<file path="config.mk">
export PLATFORM = sky130hd
export DESIGN_NAME = needle_pos_gen
export DESIGN_NICKNAME = d
export VERILOG_FILES = /design/src/rtl/needle_pkg.sv /design/src/rtl/needle_seq_div.sv /design/src/rtl/needle_pos_gen.sv
export SDC_FILE = /design/constraint.sdc
export NUM_CORES = 1
export LEC_CHECK = 0
export CELL_PAD_IN_SITES_DETAIL_PLACEMENT = 2
export CELL_PAD_IN_SITES_GLOBAL_PLACEMENT = 2
export CORE_ASPECT_RATIO = 0.5
export CORE_MARGIN = 2
export CORE_UTILIZATION = 37
export DETAILED_ROUTE_END_ITERATION = 10
export GPL_TIMING_DRIVEN = 1
export HOLD_SLACK_MARGIN = 0.02
export PLACE_DENSITY_LB_ADDON = 0.1
export SYNTH_ARGS = -nofsm -noshare
export SYNTH_HDL_FRONTEND = slang
export SYNTH_HIERARCHICAL = 1
export SYNTH_SLANG_ARGS = --single-unit
export TNS_END_PERCENT = 100
</file>
<file path="constraint.sdc">
create_clock -name clk -period 8.23 [get_ports clk]
set_input_delay 1.2345 -clock clk [delete_from_list [all_inputs] [get_ports clk]]
set_output_delay 1.2345 -clock clk [all_outputs]
set_load 0.02 [all_outputs]
</file>
<file path="src/rtl/needle_pkg.sv">
// Shared types and helpers for the needle position generator.
//   state_e   : compute FSM states
//   num_w     : width of the rounding numerator for given index/code widths
//   round_num : idx * full_scale + (max_idx >> 1), the numerator that turns
//               a truncating divide into round-to-nearest
package needle_pkg;

    typedef enum logic [1:0] {
        StIdle,
        StLoad,
        StDiv,
        StStore
    } state_e;

    function automatic int unsigned num_w(input int unsigned idx_w, input int unsigned data_w);
        return idx_w + data_w + 1;
    endfunction

    // Computed at 64 bits; the caller keeps the low num_w() bits.
    function automatic logic [63:0] round_num(input logic [63:0] idx,
                                              input logic [63:0] max_idx,
                                              input logic [63:0] full_scale);
        return (idx * full_scale) + (max_idx >> 1);
    endfunction

endpackage

</file>
<file path="src/rtl/needle_seq_div.sv">
// Restoring sequential divider, one quotient bit per cycle.
//   clk, rst_n : clock, asynchronous active-low reset
//   start_i    : latch num_i/den_i and begin; restarts a division in progress
//   num_i      : dividend (NUM_W bits)
//   den_i      : divisor (DEN_W bits), must be non-zero
//   done_o     : high in the last iteration cycle; quo_o is valid the cycle after
//   quo_o      : quotient
// Latency: exactly NUM_W cycles from the cycle after start_i.
module needle_seq_div #(
    parameter int unsigned NUM_W = 25,
    parameter int unsigned DEN_W = 8
) (
    input  logic             clk,
    input  logic             rst_n,
    input  logic             start_i,
    input  logic [NUM_W-1:0] num_i,
    input  logic [DEN_W-1:0] den_i,
    output logic             done_o,
    output logic [NUM_W-1:0] quo_o
);

    localparam int unsigned CNT_W = $clog2(NUM_W + 1);

    logic             run_q, run_d;
    logic [CNT_W-1:0] cnt_q, cnt_d;
    logic [DEN_W-1:0] rem_q, rem_d;
    logic [DEN_W-1:0] den_q, den_d;
    logic [NUM_W-1:0] quo_q, quo_d;
    logic [DEN_W:0]   shifted;

    // quo_q doubles as the dividend shift register: its MSB feeds the
    // partial remainder while quotient bits enter at the LSB.
    always_comb begin
        run_d   = run_q;
        cnt_d   = cnt_q;
        rem_d   = rem_q;
        den_d   = den_q;
        quo_d   = quo_q;
        shifted = {rem_q, quo_q[NUM_W-1]};
        if (start_i) begin
            run_d = 1'b1;
            cnt_d = CNT_W'(NUM_W);
            rem_d = '0;
            den_d = den_i;
            quo_d = num_i;
        end else if (run_q) begin
            if (shifted >= {1'b0, den_q}) begin
                // True difference is below den_q, so modular DEN_W-bit math is exact.
                rem_d = shifted[DEN_W-1:0] - den_q;
                quo_d = {quo_q[NUM_W-2:0], 1'b1};
            end else begin
                rem_d = shifted[DEN_W-1:0];
                quo_d = {quo_q[NUM_W-2:0], 1'b0};
            end
            cnt_d = cnt_q - 1'b1;
            if (cnt_q == CNT_W'(1)) begin
                run_d = 1'b0;
            end
        end
    end

    always_ff @(posedge clk or negedge rst_n) begin
        if (!rst_n) begin
            run_q <= 1'b0;
            cnt_q <= '0;
            rem_q <= '0;
            den_q <= '0;
            quo_q <= '0;
        end else begin
            run_q <= run_d;
            cnt_q <= cnt_d;
            rem_q <= rem_d;
            den_q <= den_d;
            quo_q <= quo_d;
        end
    end

    assign done_o = run_q && (cnt_q == CNT_W'(1));
    assign quo_o  = quo_q;

endmodule

</file>
<file path="src/rtl/needle_pos_gen.sv">
// Multi-channel needle position generator.
// Each pass maps every channel's idx/max_idx to a DAC code
// round(idx * FULL_SCALE / max_idx) on one shared sequential divider, moves
// the needle codes toward the targets and streams changed codes to the DAC
// writer over valid/ready with round-robin channel selection.
//   clk, rst_n         : clock, asynchronous active-low reset
//   idx_vld            : pulse, sample idx/max_idx and start a pass
//   idx, max_idx       : per-channel index and full-deflection index, ch0 in LSBs
//   slew_step, tick    : max code change per tick (0 = jump) and update strobe
//   busy               : compute pass in progress
//   err                : pulse at pass end if any channel had max_idx == 0
//   pos                : current needle codes, ch0 in LSBs
//   dac_valid/ready    : handshake to the DAC writer
//   dac_ch, dac_data   : channel and code being offered
// Build option: define NEEDLE_SLEW_EN for tick-driven slew limiting; without it
// slew_step/tick are ignored and a stored target is applied immediately.
module needle_pos_gen
    import needle_pkg::*;
#(
    parameter int unsigned CH_NUM     = 3,
    parameter int unsigned IDX_W      = 8,
    parameter int unsigned DATA_W     = 16,
    parameter int unsigned FULL_SCALE = 32767
) (
    input  logic                                            clk,
    input  logic                                            rst_n,
    input  logic                                            idx_vld,
    input  logic [CH_NUM*IDX_W-1:0]                         idx,
    input  logic [CH_NUM*IDX_W-1:0]                         max_idx,
    input  logic [DATA_W-1:0]                               slew_step,
    input  logic                                            tick,
    output logic                                            busy,
    output logic                                            err,
    output logic [CH_NUM*DATA_W-1:0]                        pos,
    output logic                                            dac_valid,
    input  logic                                            dac_ready,
    output logic [((CH_NUM > 1) ? $clog2(CH_NUM) : 1)-1:0]  dac_ch,
    output logic [DATA_W-1:0]                               dac_data
);

    localparam int unsigned       CH_W    = (CH_NUM > 1) ? $clog2(CH_NUM) : 1;
    localparam int unsigned       NUM_W   = num_w(IDX_W, DATA_W);
    localparam logic [CH_W-1:0]   LAST_CH = CH_W'(CH_NUM - 1);
    localparam logic [DATA_W-1:0] FS_CODE = DATA_W'(FULL_SCALE);

    state_e              state_q, state_d;
    logic [CH_W-1:0]     ch_q, ch_d;
    logic [IDX_W-1:0]    idx_lat_q [CH_NUM];
    logic [IDX_W-1:0]    max_lat_q [CH_NUM];
    logic                latch_en;
    logic                pending_q, pending_d;
    logic                err_acc_q, err_acc_d;
    logic                err_q, err_d;
    logic                skip_q, skip_d;
    logic [DATA_W-1:0]   res_q, res_d;
    logic                store_en;
    logic [DATA_W-1:0]   store_val;

    logic [DATA_W-1:0]   target_q [CH_NUM];
    logic [DATA_W-1:0]   target_d [CH_NUM];
    logic [DATA_W-1:0]   cur_q    [CH_NUM];
    logic [DATA_W-1:0]   cur_d    [CH_NUM];
    logic [CH_NUM-1:0]   dirty_q, dirty_d, dirty_set, dirty_clr;

    logic                dac_valid_q, dac_valid_d;
    logic [CH_W-1:0]     dac_ch_q, dac_ch_d;
    logic [DATA_W-1:0]   dac_data_q, dac_data_d;
    logic [CH_W-1:0]     last_ch_q, last_ch_d;
    logic                found;
    logic [CH_W-1:0]     pick;
    logic [CH_W-1:0]     cand_c;
    int unsigned         cand;

    logic [IDX_W-1:0]    ld_idx, ld_max;
    logic [63:0]         num_full;
    logic [NUM_W-1:0]    div_num, div_quo;
    logic                div_start, div_done;

    assign ld_idx    = idx_lat_q[ch_q];
    assign ld_max    = max_lat_q[ch_q];
    assign num_full  = round_num(64'(ld_idx), 64'(ld_max), 64'(FULL_SCALE));
    assign div_num   = num_full[NUM_W-1:0];
    // Quotient fits DATA_W: the divide path is only taken when idx < max_idx.
    assign store_val = skip_q ? res_q : div_quo[DATA_W-1:0];

    needle_seq_div #(
        .NUM_W (NUM_W),
        .DEN_W (IDX_W)
    ) u_div (
        .clk     (clk),
        .rst_n   (rst_n),
        .start_i (div_start),
        .num_i   (div_num),
        .den_i   (ld_max),
        .done_o  (div_done),
        .quo_o   (div_quo)
    );

    // Compute FSM.
    always_comb begin
        state_d   = state_q;
        ch_d      = ch_q;
        pending_d = pending_q;
        err_acc_d = err_acc_q;
        err_d     = 1'b0;
        skip_d    = skip_q;
        res_d     = res_q;
        latch_en  = 1'b0;
        div_start = 1'b0;
        store_en  = 1'b0;
        target_d  = target_q;

        // Requests during a pass merge into a single follow-up pass.
        if (idx_vld && (state_q != StIdle)) begin
            pending_d = 1'b1;
        end

        unique case (state_q)
            StIdle: begin
                if (idx_vld) begin
                    latch_en  = 1'b1;
                    ch_d      = '0;
                    err_acc_d = 1'b0;
                    state_d   = StLoad;
                end
            end
            StLoad: begin
                if (ld_max == '0) begin
                    skip_d    = 1'b1;
                    res_d     = '0;
                    err_acc_d = 1'b1;
                    state_d   = StStore;
                end else if (ld_idx >= ld_max) begin
                    skip_d  = 1'b1;
                    res_d   = FS_CODE;
                    state_d = StStore;
                end else begin
                    skip_d    = 1'b0;
                    div_start = 1'b1;
                    state_d   = StDiv;
                end
            end
            StDiv: begin
                if (div_done) begin
                    state_d = StStore;
                end
            end
            StStore: begin
                target_d[ch_q] = store_val;
                store_en       = 1'b1;
                if (ch_q == LAST_CH) begin
                    err_d     = err_acc_q;
                    err_acc_d = 1'b0;
                    if (pending_q || idx_vld) begin
                        // Back-to-back pass: inputs are re-sampled now.
                        latch_en  = 1'b1;
                        pending_d = 1'b0;
                        ch_d      = '0;
                        state_d   = StLoad;
                    end else begin
                        state_d = StIdle;
                    end
                end else begin
                    ch_d    = ch_q + 1'b1;
                    state_d = StLoad;
                end
            end
            default: state_d = StIdle;
        endcase
    end

    // Needle position update.
`ifdef NEEDLE_SLEW_EN
    logic [DATA_W-1:0] slew_diff;

    always_comb begin
        cur_d     = cur_q;
        dirty_set = '0;
        slew_diff = '0;
        // Uses registered targets, so a target stored this cycle waits for the next tick.
        if (tick) begin
            for (int unsigned i = 0; i < CH_NUM; i++) begin
                if (target_q[i] >= cur_q[i]) begin
                    slew_diff = target_q[i] - cur_q[i];
                    if ((slew_step == '0) || (slew_diff <= slew_step)) begin
                        cur_d[i] = target_q[i];
                    end else begin
                        cur_d[i] = cur_q[i] + slew_step;
                    end
                end else begin
                    slew_diff = cur_q[i] - target_q[i];
                    if ((slew_step == '0) || (slew_diff <= slew_step)) begin
                        cur_d[i] = target_q[i];
                    end else begin
                        cur_d[i] = cur_q[i] - slew_step;
                    end
                end
                if (cur_d[i] != cur_q[i]) begin
                    dirty_set[i] = 1'b1;
                end
            end
        end
    end

    logic unused_bits;
    assign unused_bits = ^{div_quo[NUM_W-1:DATA_W], num_full[63:NUM_W]};
`else
    always_comb begin
        cur_d     = cur_q;
        dirty_set = '0;
        if (store_en && (store_val != cur_q[ch_q])) begin
            cur_d[ch_q]     = store_val;
            dirty_set[ch_q] = 1'b1;
        end
    end

    // Targets are kept for observability only in this build.
    logic [CH_NUM*DATA_W-1:0] unused_target;
    for (genvar g = 0; g < CH_NUM; g++) begin : g_unused_target
        assign unused_target[g*DATA_W +: DATA_W] = target_q[g];
    end

    logic unused_bits;
    assign unused_bits = ^{div_quo[NUM_W-1:DATA_W], num_full[63:NUM_W], slew_step, tick,
                           unused_target};
`endif

    // DAC arbiter: round-robin over dirty channels, starting after the last one sent.
    always_comb begin
        dac_valid_d = dac_valid_q;
        dac_ch_d    = dac_ch_q;
        dac_data_d  = dac_data_q;
        last_ch_d   = last_ch_q;
        dirty_clr   = '0;
        found       = 1'b0;
        pick        = '0;
        cand        = 0;
        cand_c      = '0;
        for (int unsigned i = 1; i <= CH_NUM; i++) begin
            cand = 32'(last_ch_q) + i;
            if (cand >= CH_NUM) begin
                cand = cand - CH_NUM;
            end
            cand_c = CH_W'(cand);
            if (!found && dirty_q[cand_c]) begin
                found = 1'b1;
                pick  = cand_c;
            end
        end

        if (dac_valid_q) begin
            if (dac_ready) begin
                dac_valid_d = 1'b0;
            end
        end else if (found) begin
            dac_valid_d     = 1'b1;
            dac_ch_d        = pick;
            dac_data_d      = cur_q[pick];
            last_ch_d       = pick;
            dirty_clr[pick] = 1'b1;
        end
    end

    // A change landing on an in-flight channel re-marks it for a later send.
    assign dirty_d = (dirty_q & ~dirty_clr) | dirty_set;

    always_ff @(posedge clk or negedge rst_n) begin
        if (!rst_n) begin
            state_q     <= StIdle;
            ch_q        <= '0;
            pending_q   <= 1'b0;
            err_acc_q   <= 1'b0;
            err_q       <= 1'b0;
            skip_q      <= 1'b0;
            res_q       <= '0;
            dirty_q     <= '0;
            dac_valid_q <= 1'b0;
            dac_ch_q    <= '0;
            dac_data_q  <= '0;
            last_ch_q   <= LAST_CH;
            for (int unsigned i = 0; i < CH_NUM; i++) begin
                idx_lat_q[i] <= '0;
                max_lat_q[i] <= '0;
                target_q[i]  <= '0;
                cur_q[i]     <= '0;
            end
        end else begin
            state_q     <= state_d;
            ch_q        <= ch_d;
            pending_q   <= pending_d;
            err_acc_q   <= err_acc_d;
            err_q       <= err_d;
            skip_q      <= skip_d;
            res_q       <= res_d;
            dirty_q     <= dirty_d;
            dac_valid_q <= dac_valid_d;
            dac_ch_q    <= dac_ch_d;
            dac_data_q  <= dac_data_d;
            last_ch_q   <= last_ch_d;
            for (int unsigned i = 0; i < CH_NUM; i++) begin
                if (latch_en) begin
                    idx_lat_q[i] <= idx[i*IDX_W +: IDX_W];
                    max_lat_q[i] <= max_idx[i*IDX_W +: IDX_W];
                end
                target_q[i] <= target_d[i];
                cur_q[i]    <= cur_d[i];
            end
        end
    end

    for (genvar g = 0; g < CH_NUM; g++) begin : g_pos
        assign pos[g*DATA_W +: DATA_W] = cur_q[g];
    end

    assign busy      = (state_q != StIdle);
    assign err       = err_q;
    assign dac_valid = dac_valid_q;
    assign dac_ch    = dac_ch_q;
    assign dac_data  = dac_data_q;

endmodule

</file>
== Word-level counts from Yosys, hierarchy flattened ==
Index checks and enable logic that the tools add are counted.

* Bits in registers: 191
* Input bits: 69
* Word-level logic and storage cells: 177

* Muxes and demuxes: 85
* $lt $le $gt $ge: 15
* Multipliers: 1
* Bitwise logic cells: 6
* Reductions and logical operators: 23
* Equality and inequality tests: 11
* $add $sub $neg: 10

{| class="wikitable"
|+ Operator list
! kind !! count
|-
| $mux 16 || 8
|-
| $bmux 16 s2 || 2
|-
| $mux 8 || 7
|-
| $mux 25 || 2
|-
| $bwmux 48 || 1
|-
| $mux 1 || 36
|-
| $bmux 8 s2 || 2
|-
| $demux 16 s2 || 1
|-
| $add 23x7->24 || 1
|-
| $mux 2 || 12
|-
| $mul 8x15->23 const B || 1
|-
| $ne 16x16->1 || 1
|-
| $lt 2x3->1 const B || 5
|-
| $mux 5 || 2
|-
| $ge 3x2->1 const B || 3
|-
| $ge 9x8->1 || 1
|-
| $mux 3 || 3
|-
| $ge 8x8->1 || 1
|-
| $logic_and 1x1->1 || 8
|-
| $logic_not 8->1 || 1
|-
| $ne 2x2->1 const B || 4
|-
| $pmux 2 s4 || 1
|-
| $reduce_bool 2->1 || 4
|-
| $sub 8x8->8 || 1
|-
| 29 further kinds || 43
|}

== Longest topological paths before layout ==
* Depth after elaboration: 21
* Depth in mapped cells: 27

== Hierarchy ==
The synthesis kept the hierarchy.

{| class="wikitable"
|+ Modules (own cells, without submodules)
! module !! seq. area each (um^2) !! times used !! cells each !! area an instance (um^2)
|-
| needle_pos_gen || 3,204.3 || 1 || 881 || 9,251.4
|-
| needle_seq_div || 1,176.1 || 1 || 269 || 2,613.8
|}

== Worst setup path before layout ==
Ideal clock, no wire load.

* Path kind: flip-flop to flip-flop
* From: register ch_q[0]
* To: register u_div.quo_q[16] (netlist: u_div/quo_o[16])
* Arrival time: 6.703 ns
* Setup slack: 1.444 ns
* Stages on the path, launching flop included: 26
* Library setup time: 0.083 ns
* Cells stage by stage: dfrtp_1 buf_2 buf_2 buf_2 buf_1 clkbuf_1 mux2i_1 nor2_1 a21oi_1 inv_1 fa_1 inv_1 fa_1 fa_1 fa_1 inv_1 ha_1 o21a_1 a21oi_1 a211oi_1 or2_2 a21o_1 a21oi_1 xnor2_1 nand2_1 o21ai_0

{| class="wikitable"
|+ RTL lines
! item !! RTL line !! text
|-
| start, declared || needle_pos_gen.sv:47 || <nowiki>logic [CH_W-1:0] ch_q, ch_d;</nowiki>
|-
| start signal, assigned || needle_pos_gen.sv:289 || <nowiki>ch_q <= ch_d;</nowiki>
|-
| $not 2->3 (implied by the code) (*) || needle_pos_gen.sv:79, needle_pos_gen.sv:80 ||
|-
| $bmux 8 s2 || needle_pos_gen.sv:79 || <nowiki>assign ld_idx = idx_lat_q[ch_q];</nowiki>
|-
| $mux 8 (implied by the code) (2 in a row) || needle_pos_gen.sv:79 ||
|-
| $mul 8x15->23 || needle_pkg.sv:23 || <nowiki>return (idx * full_scale) + (max_idx >> 1);</nowiki>
|-
| $add 23x7->24 (*) || needle_pkg.sv:23 ||
|-
| net num_full[16] || needle_pos_gen.sv:75 || <nowiki>logic [63:0] num_full;</nowiki>
|-
| $mux 25 (*) || needle_seq_div.sv:40 || <nowiki>if (start_i) begin</nowiki>
|-
| end signal, assigned || needle_seq_div.sv:74 || <nowiki>quo_q <= quo_d;</nowiki>
|-
| end, declared || needle_seq_div.sv:28 || <nowiki>logic [NUM_W-1:0] quo_q, quo_d;</nowiki>
|}

The timed path passes the listed nets; every way through them passes the cells marked *. The select of a mux whose other input is x is not followed.
A chain may end at the register's enable or synchronous reset.

== Final worst setup path ==
* From: register ch_q[0]
* To: register u_div.quo_q[22] (netlist: u_div/quo_o[22])

Same word-level chain as after synthesis.

==> results.py <==
metrics = {
    "floorplan": {
        "io_pins": 138,
        "fp.dieArea_um2": 33600,
        "dieWidth_um": 257.3,
        "start_util_pct": 37.55,
        "fp.dieH_um": 130.6,
        "rows": 46,
        "core_um2": 31600,
    },
    "critical_path": {
        "crit_path_end_kind": "flip-flop",
        "max_stage_delay_ns": 0.62,
        "cp_max_fo": 20,
        "path_cells": "nor2b_2 -> buf_4 -> a21o_1 -> inv_1 -> fa_1 -> fa_1 -> inv_1 -> fa_1 -> inv_1 -> fa_1 -> inv_1 -> ha_1 -> o21ai_0 -> o2bb2ai_1 -> a211oi_1 -> o31ai_1 -> a31oi_1 -> nor2_1 -> xnor2_1 -> nand2_1 -> o21ai_0",
        "cp.required_ns": 8.54,
        "critPathTopFamily": "adder cells",
        "cp_slowest_cell": "dfrtp_2",
        "critPathArrivalTime_ns": 6.73,
        "path_buf_inv": 5,
        "worstSetupPathType": "reg -> reg",
        "crit_path_start_kind": "flip-flop",
    },
    "routing": {
        "first_pass_iters": 4,
        "dr_total_vias": 8924,
        "wl_per_cell_um": 20.09,
        "viasPerCell": 5.265,
        "drt_iter0_markers": 446,
        "ant_nets": 0,
        "detail_route.wirelength_um": 34050,
        "drc": 0,
    },
    "clock_network": {
        "cts-root-buf": "clkbuf_16",
        "clkTransAtPathRegs_ns": 0.08,
        "post_cts_buffers": 0,
        "clk_latency_ns": 0.45,
        "cts_buffer_depth": 2,
        "cts_sinks": 175,
        "cts_max_level": 4,
        "numCtsBuffers": 17,
        "cts_tree": "done",
        "ctsHoldBuffers": 0,
        "cts_resized": 0,
    },
    "global_route": {
        "antenna_found_initial": 0,
        "grt_pass1_vias": 9902,
        "overflow": 0,
        "grt_pass1_wl_um": 54920,
        "grt_start_max_net_pins": 70,
        "track_usage_pct": 20.87,
    },
    "timing": {
        "hold_violations": 0,
        "finClkSkew_ns": 0.01507,
        "setup_tns_ns": 0,
        "setup_viol": 0,
        "min_period_over_period_pct": 78.02,
        "timing.fmax_mhz": 155.7,
        "fin_crit_ns": 6.421,
        "worst_pin_slew_ns": 1.228,
        "maxSlewHeadroom_pct": 17.91,
        "slew_viol_final": 0,
        "rsz0062_at_grt": "no",
    },
    "run_status": {
        "outcome": "complete, no violations",
    },
    "finish": {
        "layout_commonest_cell": "dfrtp_1",
        "syn_to_final_growth_pct": 18.56,
        "mostFrequentLayoutCells": "dfrtp_1, inv_1, clkdlybuf4s50_1, mux2_2, o21ai_0",
        "diodes": 0,
        "num-nets-final": 1428,
        "final_area_um2": 14070,
        "drive_gt1_share_pct": 14.96,
        "num-fill-cells": 3274,
    },
    "logic_synthesis": {
        "ys.flop_type": "dfrtp_1",
        "synth_edf_count": 0,
        "synth.distinct_cells": 77,
        "syn-num-nets": 1328,
        "synth_area_um2": 11870,
        "synthCells": 1150,
        "ys_seq_elements": 175,
        "synth-async-reset-ratio_pct": 100.0,
        "seq_area_frac_synth_pct": 36.92,
        "syn_area_per_cell_um2": 10.32,
        "synth_warnings": 6,
    },
    "run": {
        "drv_cap": 0,
    },
    "placement": {
        "globalplace.congestion": 0.8054,
        "dpl_cell_area_um2": 13470,
        "hpwl_um": 25510,
        "io_buffers": 120,
    },
    "hold_path": {
        "hp-class": "reg -> reg",
    },
}
[synth_stat cells, types with 4 or more instances]
master / count / area share (%)
buf_1: 6 / 0.19
buf_6: 4 / 0.38
ha_1: 69 / 7.3
dfrtp_1: 174 / 37
nor2_1: 68 / 2.2
nand2b_1: 17 / 0.90
nand4_1: 5 / 0.26
nor4_1: 4 / 0.21
a311oi_1: 5 / 0.37
nor3_1: 14 / 0.59
o2bb2ai_1: 8 / 0.59
buf_2: 7 / 0.30
a211oi_1: 6 / 0.38
o31ai_1: 5 / 0.32
mux2_4: 10 / 1.3
a31oi_1: 6 / 0.32
xnor2_1: 21 / 1.6
o211ai_1: 8 / 0.51
nand2_1: 78 / 2.5
a21oi_1: 42 / 1.8
nand3b_1: 4 / 0.25
mux2_1: 6 / 0.57
a21o_1: 8 / 0.51
nor2b_1: 9 / 0.47
fa_1: 40 / 6.7
xor2_1: 9 / 0.66
mux2i_1: 76 / 6.4
o22ai_1: 5 / 0.26
mux2_2: 105 / 10
inv_1: 122 / 3.9
nand3_1: 9 / 0.38
clkbuf_1: 31 / 0.98
a211o_1: 4 / 0.30
o21ai_0: 96 / 4.0
[stage by stage]
stage	util (%)	cells	worst slack [ns]	hold WS, ns
after floorplan	-	1150	1.444	0.4700
after global placement	42.62	1663	1.989	0.4640
after detailed placement	42.62	1663	1.903	0.4772
after CTS	44.52	1695	1.708	0.4946
after global routing	44.52	1695	1.302	0.5228
final	44.52	1695	1.809	0.4887
[final timing paths]
kind / slack [ns] / start / depth (start not counted) / end
max in group asynchronous: 6.24 / rst_n / 2 / ch_q[0]$_DFFE_PN0P_
min in group asynchronous: 0.68 / rst_n / 1 / u_div/quo_o[18]$_DFFE_PN0P_
worst min-delay path: 0.49 / dac_data[3]$_DFFE_PN0P_ / 2 / dac_data[3]$_DFFE_PN0P_
worst max-delay path: 1.81 / ch_q[0]$_DFFE_PN0P_ / 21 / u_div/quo_o[22]$_DFFE_PN0P_
worst min register to register: 0.49 / dac_data[3]$_DFFE_PN0P_ / 2 / dac_data[3]$_DFFE_PN0P_
worst max register to register: 1.81 / ch_q[0]$_DFFE_PN0P_ / 21 / u_div/quo_o[22]$_DFFE_PN0P_
[state kept, by name, summed over array words and instances, names as in the netlist, 2 cells and up]
signal       flops
idx_lat_q       24
dac_ch           2
max_lat_q       24
ch_q             2
dirty_q          3
pos             48
u_div/cnt_q      5
dac_data        16
u_div/quo_o     25
u_div/den_q      8
state_q          2
u_div/rem_q      8
[worst reg2reg max path: stages (launching register included)]
cell       delay (ns)
dfrtp_2          0.62
nor2b_2          0.40
buf_4            0.36
a21o_1           0.33
inv_1            0.09
fa_1             0.52
fa_1             0.62
inv_1            0.12
fa_1             0.54
inv_1            0.06
fa_1             0.55
inv_1            0.05
ha_1             0.30
o21ai_0          0.15
o2bb2ai_1        0.20
a211oi_1         0.59
o31ai_1          0.20
a31oi_1          0.23
nor2_1           0.07
xnor2_1          0.13
nand2_1          0.06
o21ai_0          0.08
[layer usage]
layer | GRT usage [%] | up-vias | wire length [um]
met5 | 0 | - | 0
met2 | 35.45 | 90 | 16440
li1 | - | 4207 | -
met3 | 3.125 | 28 | 832
met4 | 5.130 | 0 | 435
met1 | 28.30 | 4599 | 16350
[cells by family after synthesis]
group	Yosys count	synth area share, %
AOI/OAI and AO/OA	241	13.77
xor gates and xnor gates	30	2.215
adders and majority gates	109	14.03
buffers and inverters	173	5.958
DFF	175	36.92
muxes	197	18.21
other	1	0.03161
and+or+nand+nor	224	8.869
[cell type report]
type,count,area [um2],area share [%]
clock inverters,15,175.2,1.245
well taps,432,540.5,3.842
multi-input cells,802,6793,48.29
flip-flops and latches,175,4383,31.16
inverters,122,457.9,3.255
repair buffers,132,1292,9.188
clock buffers,17,425.4,3.024
Power is not shown: default switching activity piles up to over one toggle a cycle in this logic, so the estimate is an artifact.
